===== config.mk =====
export PLATFORM = sky130hd
export DESIGN_NAME = crc32_check_flat
export DESIGN_NICKNAME = d
export VERILOG_FILES = /design/src/rtl/crc32_check_if.sv /design/src/rtl/crc32_check.sv /design/src/flat_wrapper.sv
export SDC_FILE = /design/constraint.sdc
export NUM_CORES = 1
export LEC_CHECK = 0
export CELL_PAD_IN_SITES_DETAIL_PLACEMENT = 1
export CELL_PAD_IN_SITES_GLOBAL_PLACEMENT = 1
export CORE_ASPECT_RATIO = 2
export CORE_MARGIN = 5
export CORE_UTILIZATION = 44
export CTS_CLUSTER_SIZE = 28
export DETAILED_ROUTE_END_ITERATION = 16
export PLACE_DENSITY = 0.83
export SLEW_MARGIN = 20
export SYNTH_ARGS = -nofsm -noshare
export SYNTH_HDL_FRONTEND = slang
export SYNTH_SLANG_ARGS = --single-unit

===== constraint.sdc =====
create_clock -name clk -period 2.2 [get_ports clk]
set_input_delay 0.44 -clock clk [delete_from_list [all_inputs] [get_ports clk]]
set_output_delay 0.44 -clock clk [all_outputs]
set_load 0.01 [all_outputs]

===== src/rtl/crc32_check_if.sv =====
// Checker request/result bundle: word + received CRC in, busy/valid/ok (+syndrome) out.
// No latency of its own; pure wiring between requester and checker.
// Requester must hold off ld while busy=1; the checker drops such loads.
// Optional syndrome signal exists only when CRC32_CHECK_SYNDROME_EN is defined.
interface crc32_check_if;
    logic [31:0] data;
    logic [31:0] crc_in;
    logic        ld;
    logic        busy;
    logic        valid;
    logic        ok;
`ifdef CRC32_CHECK_SYNDROME_EN
    logic [31:0] syndrome;
`endif

    // Requester side: presents the word, watches the result.
    modport master (
        output data, crc_in, ld,
        input  busy, valid, ok
`ifdef CRC32_CHECK_SYNDROME_EN
        , syndrome
`endif
    );

    // Checker side.
    modport slave (
        input  data, crc_in, ld,
        output busy, valid, ok
`ifdef CRC32_CHECK_SYNDROME_EN
        , syndrome
`endif
    );
endinterface


===== src/rtl/crc32_check.sv =====
// Bit-serial CRC-32 checker: divides {data, crc_in} by 0x1_04C11DB7, reports zero remainder.
// Latency: load at edge E, valid/ok after edge E+64; one word per 65 cycles back-to-back.
// Backpressure: ld is ignored while busy=1 (no queueing); accepted in IDLE and in the valid cycle.
// Optional feature macro: CRC32_CHECK_SYNDROME_EN exposes the final remainder as syndrome.
module crc32_check (
    input  logic         clk,
    input  logic         rst,
    crc32_check_if.slave bus
);
    localparam logic [31:0] POLY  = 32'h04C11DB7;
    localparam logic [1:0]  IDLE  = 2'd0;
    localparam logic [1:0]  SHIFT = 2'd1;
    localparam logic [1:0]  DONE  = 2'd2;

    logic [1:0]  state_q, state_d;
    logic [63:0] msg_q, msg_d;
    logic [31:0] rem_q, rem_d;
    logic [5:0]  cnt_q, cnt_d;
    logic        ok_q, ok_d;
    logic [31:0] rem_next;
`ifdef CRC32_CHECK_SYNDROME_EN
    logic [31:0] syndrome_q, syndrome_d;
`endif

    // One division step: shift in the next codeword bit, subtract the polynomial on carry-out.
    always_comb begin
        rem_next = {rem_q[30:0], msg_q[63]} ^ (rem_q[31] ? POLY : 32'd0);
    end

    // Next-state logic: load in IDLE/DONE, shift in SHIFT, finish after the 64th bit.
    always_comb begin
        state_d = state_q;
        msg_d   = msg_q;
        rem_d   = rem_q;
        cnt_d   = cnt_q;
        ok_d    = ok_q;
`ifdef CRC32_CHECK_SYNDROME_EN
        syndrome_d = syndrome_q;
`endif
        case (state_q)
            SHIFT: begin
                rem_d = rem_next;
                msg_d = msg_q << 1;
                cnt_d = cnt_q + 6'd1;
                if (cnt_q == 6'd63) begin
                    state_d = DONE;
                    ok_d    = (rem_next == 32'd0);
`ifdef CRC32_CHECK_SYNDROME_EN
                    syndrome_d = rem_next;
`endif
                end
            end
            default: begin
                // IDLE and DONE both accept a load; DONE otherwise falls back to IDLE.
                if (bus.ld) begin
                    state_d = SHIFT;
                    msg_d   = {bus.data, bus.crc_in};
                    rem_d   = 32'd0;
                    cnt_d   = 6'd0;
                    ok_d    = 1'b0;   // no stale pass while the new word is in flight
                end else begin
                    state_d = IDLE;
                end
            end
        endcase
    end

    // State registers; reset wins over loads and aborts an in-flight division.
    always_ff @(posedge clk) begin
        if (rst) begin
            state_q <= IDLE;
            msg_q   <= 64'd0;
            rem_q   <= 32'd0;
            cnt_q   <= 6'd0;
            ok_q    <= 1'b0;
`ifdef CRC32_CHECK_SYNDROME_EN
            syndrome_q <= 32'd0;
`endif
        end else begin
            state_q <= state_d;
            msg_q   <= msg_d;
            rem_q   <= rem_d;
            cnt_q   <= cnt_d;
            ok_q    <= ok_d;
`ifdef CRC32_CHECK_SYNDROME_EN
            syndrome_q <= syndrome_d;
`endif
        end
    end

    // DONE lasts exactly one cycle, so it doubles as the valid pulse.
    always_comb begin
        bus.busy  = (state_q == SHIFT);
        bus.valid = (state_q == DONE);
        bus.ok    = ok_q;
`ifdef CRC32_CHECK_SYNDROME_EN
        bus.syndrome = syndrome_q;
`endif
    end
endmodule


===== src/flat_wrapper.sv =====
// flat-port wrapper written by rule: the top's interface ports become plain ports
module crc32_check_flat 
  (clk, rst, bus_data, bus_crc_in, bus_ld, bus_busy, bus_valid, bus_ok);
  crc32_check_if bus_i ();
  input  logic clk;
  input  logic rst;
  input wire logic [$bits(bus_i.data)-1:0] bus_data;
  input wire logic [$bits(bus_i.crc_in)-1:0] bus_crc_in;
  input wire logic [$bits(bus_i.ld)-1:0] bus_ld;
  output wire logic [$bits(bus_i.busy)-1:0] bus_busy;
  output wire logic [$bits(bus_i.valid)-1:0] bus_valid;
  output wire logic [$bits(bus_i.ok)-1:0] bus_ok;
  assign bus_i.data = bus_data;
  assign bus_i.crc_in = bus_crc_in;
  assign bus_i.ld = bus_ld;
  assign bus_busy = bus_i.busy;
  assign bus_valid = bus_i.valid;
  assign bus_ok = bus_i.ok;
  crc32_check u_core (.clk(clk), .rst(rst), .bus(bus_i));
endmodule

After elaboration in Yosys (flattened, before gate mapping)
Cells that the tools add are included.

Output and inout port bits: 3. Memories: 0. Bits in latches: 0. ROM bits: 0. Bits of input ports: 67. Memory bits (writable): 0. Flip-flop bits (word level): 105.

Shift operators: 0. Bitwise logic cells: 1. Equal/unequal tests: 4. Order comparisons: 0. Div/mod/pow operators: 0. Muxes and demuxes: 13. $add $sub $neg: 1. $mul: 0. Reductions and logical operators: 4.

Operators by type and width (number): 2-to-1 mux 64 bit (2); 2-to-1 mux 32 bit (2); zero test 32 bit (1); XOR 32 bit (1); 2-to-1 mux 27 bit (1); 2-to-1 mux 6 bit (2); adder 6 x 1 -> 6 bit (second input constant) (1); == test 6 bit (second input constant) (1); 2-to-1 mux 1 bit (4); 2-to-1 mux 2 bit (2); == test 2 x 1 -> 1 bit (second input constant) (1); == test 2 bit (second input constant) (1); != test 2 x 1 -> 1 bit (second input constant) (1); AND reduction 2 bit (1); nonzero test 2 bit (1); OR reduction 2 bit (1).

Longest topological paths before layout
Gate-level depths: netlist of the first run.

Depth in word-level cells: 5. Depth in mapped cells: 7.

Least setup slack after synthesis of the first run
No wires, ideal clock.

Kind: register to output. Start: reg u_core.state_q[1]. End: out bus_busy. Data arrival time: 0.972 ns. Cell stages (with the launch flop): 6. Slack: 0.788 ns. Data required time: 1.760 ns. Path through: dfxtp_1 nand2b_1 buf_2 inv_1 buf_2 buf_2.

Cells in the longest elaborated chain, start to end: 1.

Ends and longest elaborated chain: start, declared (line crc32_check.sv:15) `logic [1:0] state_q, state_d;`; start signal, assigned (line crc32_check.sv:80) `state_q <= state_d;`; == test 2 x 1 -> 1 bit (line crc32_check.sv:93) `bus.busy = (state_q == SHIFT);`; end, declared (line flat_wrapper.sv:10) `output wire logic [$bits(bus_i.busy)-1:0] bus_busy;`.

No other way between the ends.

Final worst setup path of the first run
Same ends and word-level chain as after synthesis.

==> summary.txt, run 1 <==
Vias in the first global route - 4074
Buffer levels on the longest clock path - 2
DR vias - 3849
Reg2Reg Depth - 5
Drt first pass iters - 4
Cell Rows - 53
HP Start - u_core.rem_q[30]$_SDFFE_PP0P_
Die Span Y - 155.5 um
FF-to-FF End - u_core.msg_q[26]$_SDFFE_PP0P_
Share of cells above drive strength 1 - 0.04693
Non-Filler Instances - 691
Max Cap Violations - 0
PD cells - 732.1 nW/um2
F_max - 0.5192 GHz
Max Slew Vio Count - 0
Fillers - 1223
Slew margin rel. - 0.4325
Htree depth - 3
Initial antenna violation count - 0
Synthesized flop and latch total - 105
Crit share post-route - 0.8755
TritonCTS clock tree - done
Most common flop cell mapped by yosys - dfxtp_1
Setup Crit Path Kind - reg -> out
Sink Count - 105
Sequential Power Share - 0.496
ANT cells - 0
R2R Path Start - u_core.state_q[1]$_SDFFE_PP0P_
Clock transition at path regs - 0.06 ns
Pin count of the biggest net entering global routing - 88
EDFF count, synth - 0
Asr flop ratio synth - 0
RD Place Congestion - 0.7384
Gr ovfl total - 0
Setup Viol. Count Final - 0
DIE AREA - 12860 um2
IR Drop Worst-Case VDD - 0.4243 mV
CTS Hold Bufs - 0
Effective utilization at floorplan - 0.4471
Fin Clk Skew - 0.006500 ns
Pre-CTS setup slack - 0.4570 ns
DRC Markers - 0
PostCTS Resize Cnt - 0
CTS Root Cell - clkbuf_16
Footprint of the multi-input gates - 2333 um2
Syn_area_per_cell - 9.144 um2
Worst-path fanout max - 15
FF/Latch Area - 2102 um2
Routed WL - 11.83 mm
Status - complete, no violations
Port-buffer cells - 69
RSZ-0062 raised after global routing - false
Crit path DAT - 1.49 ns
Switching share of power - 0.2404
Period minus WS final - 1.926 ns
DP Cell Count - 677
Startpoint Class - flop
Slack of the critical path - 0.2739 ns
Total power - 4.169 mW
Sw power - 1.002 mW
Synthesis warning total - 0
DIE WIDTH - 82.73 um
Clock Latency Late Sink - 0.34 ns
HP Class - reg -> reg
Mapped cell area - 4654 um2
Post-DP HPWL - 7.838 mm
Syn Nets - 577
Setup TNS Final - 0 ns
Mapped Cells - 509
Crit end category - output pin
Sequential element share of the synthesized area - 0.4516
Final-report hold violation count - 0
Critical Path RT - 1.76 ns
Starting DRT DRC Count - 220
CORE AREA - 10410 um2
Hold depth - 2
Share of total power in the clock network - 0.380
Total GRT Usage - 0.1928
Reg-to-reg slack, setup - 0.43 ns
Num CTS Buffers - 9
Comb pwr share - 0.124
DRT antenna net count - 0
Area Growth Syn to Fin - 22.34%
I/O Pins - 70
Cell-internal power - 3.167 mW
Global-route wire length before repair - 19.35 mm
Leak - 2.277 nW
Distinct cells, synth - 31
Nets - 619
Drt via density - 5.570
Slew @ Worst Pin - 0.8513 ns
Setup bufs post-CTS - 0
Worst hold endpoint - u_core.rem_q[31]$_SDFFE_PP0P_
Drt wl/cell - 17.12 um
## area by class of cell
class                           instances  share of cell area
Clock inverter                          3            0.007471
Tap cell                              137             0.03010
Timing Repair Buffer                   79              0.1402
Sequential cell                       105              0.3692
Inverter                                1           0.0006592
Multi-Input combinational cell        355              0.4098
Clock buffer                           11             0.04263
## layer usage
layer,vias up,global-route usage,part of all wire
li1,1891,-,-
met1,1889,0.2130,0.40
met2,52,0.3583,0.56
met3,17,0.03302,0.026
met4,0,0.06235,0.017
met5,-,0,0
## kinds of logic (layout without fill, tap and decap cells)
kind of cell / count (synthesis) / count (layout) / synth area share
muxes: 66 / 66 / 0.1419
and+or+nand+nor: 167 / 167 / 0.1777
buffers and inverters: 49 / 94 / 0.04865
adders and majority gates: 1 / 1 / 0.002688
DFF: 105 / 105 / 0.4516
AOI/OAI and AO/OA: 107 / 107 / 0.1511
xor gates and xnor gates: 14 / 14 / 0.02634
## per-stage QoR
step                hold WS [ns]    util  instance area (um2)
floorplan                 0.4395       -                 4654
finish                    0.4706  0.5469                 5694
detailed placement        0.4622  0.5195                 5409
global placement          0.4554  0.5195                 5409
global route              0.4973  0.5469                 5694
CTS                       0.4726  0.5469                 5694
## worst max-delay path: stages, from the launching register on
cell	delay, ns
dfxtp_1	0.31
nand2b_4	0.21
inv_1	0.10
clkdlybuf4s50_1	0.54
## flip-flops by register name, indices dropped and copies added, names as in the netlist
name            cells
u_core.msg_q       64
u_core.rem_q       32
u_core.cnt_q        6
u_core.state_q      2
u_core.bus.ok       1
## worst max path at each step
stage | start | endpoint | slack, ns | cells past startpoint
finish | u_core.state_q[1]$_SDFFE_PP0P_ | bus_busy | 0.27 | 3
global route | u_core.state_q[0]$_SDFFE_PP0P_ | bus_busy | 0.20 | 3
CTS | u_core.state_q[0]$_SDFFE_PP0P_ | bus_busy | 0.25 | 3
detailed placement | rst | u_core.bus.ok$_SDFFE_PP0P_ | 0.46 | 4
global placement | rst | u_core.bus.ok$_SDFFE_PP0P_ | 0.46 | 4
floorplan | u_core.state_q[1]$_SDFFE_PP0P_ | bus_busy | 0.79 | 5
## cells in the mapped netlist, drive strengths merged (2+ instances only)
| cell | instances | area share |
|---|---|---|
| nand3b | 34 | 0.055 |
| nor4 | 3 | 0.0040 |
| a211oi | 63 | 0.10 |
| nand4 | 4 | 0.0054 |
| or4 | 6 | 0.0097 |
| clkbuf | 19 | 0.015 |
| xor2 | 14 | 0.026 |
| nand3 | 3 | 0.0032 |
| or3 | 2 | 0.0027 |
| dfxtp | 105 | 0.45 |
| nor2 | 70 | 0.056 |
| o21ai | 3 | 0.0032 |
| nand2 | 36 | 0.029 |
| a21oi | 37 | 0.040 |
| mux2i | 66 | 0.14 |
| buf | 29 | 0.033 |
| nor3 | 4 | 0.0043 |
## power by group through the flow
stage	Sequential, mW	Clock, mW	Combinational, mW
3_3_place_gp	2.10	0	0.498
2_1_floorplan	2.09	0	0.327
5_1_grt	2.08	1.70	0.570
4_1_cts	2.07	1.61	0.525
6_report	2.07	1.58	0.518
3_5_place_dp	2.11	0	0.519
## placed cells by master (no fill, tap or decap), types with 9 or more instances in the layout
master	Yosys	routed
dfxtp_1	105	105
a211oi_1	63	63
xor2_1	14	14
mux2i_1	66	66
clkbuf_16	0	9
a21oi_1	37	37
nand3b_1	34	34
clkdlybuf4s50_1	0	67
nand2_1	36	36
buf_4	0	9
nor2_1	70	70
Power figures use the tool's default switching activity.
==> run 2, diff against run 1 <==
--- a/config.mk
+++ b/config.mk
@@ -13,6 +13,7 @@
 export CTS_CLUSTER_SIZE = 28
 export DETAILED_ROUTE_END_ITERATION = 16
 export PLACE_DENSITY = 0.83
+export REMOVE_ABC_BUFFERS = 1
 export SLEW_MARGIN = 20
 export SYNTH_ARGS = -nofsm -noshare
 export SYNTH_HDL_FRONTEND = slang
==> run 2 against run 1 <==
Against the previous run:
- routed wire length shrank 3.9%
- worst setup slack better by 0.060 ns
- die area did not move
- non-clock buffer count did not move
- register-to-register slack better by 0.12 ns
- clock skew hardly changed
- final cell count rose by 0.14%
- total power is 0.58% lower
- via count about the same
- clock-buffer cell count down 1
==> summary.txt, run 2 (synthesis results as in run 1) <==
Status - complete, no violations
Buffer levels on the longest clock path - 2 (unchanged)
Num CTS Buffers - 9 (unchanged)
Crit path DAT - 1.43 ns (-0.06 ns)
CP bufs+invs - 2 (unchanged)
Die Span Y - 155.5 um (unchanged)
ANT cells - 0 (unchanged)
TritonCTS clock tree - done
Sw power - 1.002 mW (about the same)
Drt via density - 5.559 (-0.20%)
RSZ-0062 raised after global routing - false
DR vias - 3847 (-0.052%)
Initial antenna violation count - 0 (unchanged)
Fin Clk Skew - 0.006073 ns (-0.0004264 ns)
Max Cap Violations - 0 (unchanged)
Global-route wire length before repair - 18.49 mm (-4.5%)
Non-Filler Instances - 692 (+0.14%)
Worst path top cell family by delay - buffers and inverters
Total power - 4.145 mW (-0.58%)
CTS Hold Bufs - 0 (unchanged)
IR Drop Worst-Case VDD - 0.5102 mV (+20%)
Share of cells above drive strength 1 - 0.04865 (+0.001717)
RD Place Congestion - 0.7314 (-0.95%)
Post-DP HPWL - 7.598 mm (-3.1%)
Crit share post-route - 0.8484 (-0.02712)
DIE AREA - 12860 um2 (unchanged)
Reg with most FFs - u_core.msg_q
Worst hold slack - 0.4688 ns (-0.001804 ns)
Setup bufs post-CTS - 0 (unchanged)
Most frequent cells in the layout - 105 x dfxtp_1, 70 x nor2_1, 67 x clkdlybuf4s50_1
Period minus WS final - 1.866 ns (-0.05966 ns)
Routed WL - 11.37 mm (-3.9%)
CORE AREA - 10410 um2 (unchanged)
DP Cell Count - 677 (unchanged)
Total GRT Usage - 0.1830 (-0.009811)
Switching share of power - 0.2419 (+0.001485)
Final-report hold violation count - 0 (unchanged)
Max Slew Vio Count - 0 (unchanged)
Worst-path fanout max - 4 (-11)
Sink Count - 105 (unchanged)
DRC Markers - 0 (unchanged)
Share of total power in the clock network - 0.377 (-0.003)
Clock transition at path regs - 0.07 ns (about the same)
Max FFs per register - 64 (unchanged)
Setup TNS Final - 0 ns (unchanged)
Area Growth Syn to Fin - 22.37% (about the same)
Gr ovfl total - 0 (unchanged)
PostCTS Resize Cnt - 0 (unchanged)
Nets - 619 (unchanged)
Starting DRT DRC Count - 233 (+5.9%)
Port-buffer cells - 69 (unchanged)
Cell-internal power - 3.142 mW (-0.77%)
Vias in the first global route - 3914 (-3.9%)
Setup Crit Path Kind - reg -> out
I/O Pins - 70 (unchanged)
Startpoint Class - flop
Crit path cell chain - nand2b_4 -> inv_1 -> clkdlybuf4s50_1
Drt first pass iters - 4 (unchanged)
HP Class - reg -> reg
Drt wl/cell - 16.43 um (-4.0%)
Most common cell after layout, fill and taps aside - dfxtp_1
Leak - 2.271 nW (-0.29%)
Max stage delay on crit path - 0.54 ns (about the same)
Slew @ Worst Pin - 0.6974 ns (-0.1539 ns)
DIE WIDTH - 82.73 um (unchanged)
Comb pwr share - 0.125 (about the same)
PD cells - 727.7 nW/um2 (-0.60%)
F_max - 0.5358 GHz (+3.2%)
CP max-delay cell - clkdlybuf4s50_1
Setup Viol. Count Final - 0 (unchanged)
Cell Rows - 53 (unchanged)
Critical Path RT - 1.76 ns (about the same)
CTS Root Cell - clkbuf_16
Slew margin rel. - 0.5345 (+0.1020)
Crit end category - output pin
Pin count of the biggest net entering global routing - 133 (+51%)
Clock Latency Late Sink - 0.34 ns (about the same)
Sequential Power Share - 0.499 (+0.003)
Largest regs - u_core.msg_q x64, u_core.rem_q x32, u_core.cnt_q x6
DRT antenna net count - 0 (unchanged)
Effective utilization at floorplan - 0.4471 (unchanged)
Htree depth - 3 (unchanged)
[run 2: cell count changes in the layout (fill, tap and decap cells not counted)]
cell and delta:
clkinvlp_4 +2, clkbuf_8 -1
[run 2: worst register-to-register path: cells and delay by family, from the launching register on]
kind,cells,cell delay (ns)
buffers and inverters,1,0.37
AND/OR/NAND/NOR,3,0.83
flip-flops,1,0.32
AO/OA/AOI/OAI,1,0.07
[run 2: layout make-up]
| cell class | count | area [um2] |
|---|---|---|
| clock buffer | 10 | 229.0 |
| clock inverter | 5 | 57.56 |
| fill | 1208 | 4716 |
| inverter | 1 | 3.754 |
| multi-input combinational | 355 | 2333 |
| sequential | 105 | 2102 |
| tap | 137 | 171.4 |
| timing repair buffer | 79 | 798.3 |
[run 2: power groups by stage]
stage	registers (mW)	logic [mW]	clock network, mW
CTS	2.07	0.526	1.61
floorplan	2.09	0.274	0
global placement	2.10	0.496	0
detailed placement	2.11	0.520	0
global route	2.08	0.570	1.68
finish	2.07	0.517	1.56
[run 2: worst paths after layout]
kind / startpoint / end / slack, ns / depth (start not counted)
worst max register to register: u_core.state_q[1]$_SDFFE_PP0P_ / u_core.bus.ok$_SDFFE_PP0P_ / 0.55 / 5
worst min-delay path: u_core.rem_q[28]$_SDFFE_PP0P_ / u_core.rem_q[29]$_SDFFE_PP0P_ / 0.47 / 2
worst min register to register: u_core.rem_q[28]$_SDFFE_PP0P_ / u_core.rem_q[29]$_SDFFE_PP0P_ / 0.47 / 2
worst max-delay path: u_core.state_q[1]$_SDFFE_PP0P_ / bus_busy / 0.33 / 3
[run 2: routing by layer]
metal,wire length [um],share of wire,GRT usage,vias up
met5,0,0,0,-
li1,-,-,-,1903
met1,4534,0.40,0.2067,1883
met3,287,0.025,0.02607,12
met2,6313,0.56,0.3346,49
met4,231,0.020,0.06781,0
[run 2: stage by stage]
step / util / area (um2) / setup WS [ns]
finish: 0.5471 / 5695 / 0.3335
CTS: 0.5471 / 5695 / 0.3028
global route: 0.5471 / 5695 / 0.2749
floorplan: - / 4432 / -3.560
global placement: 0.5195 / 5409 / 0.5509
detailed placement: 0.5195 / 5409 / 0.5203
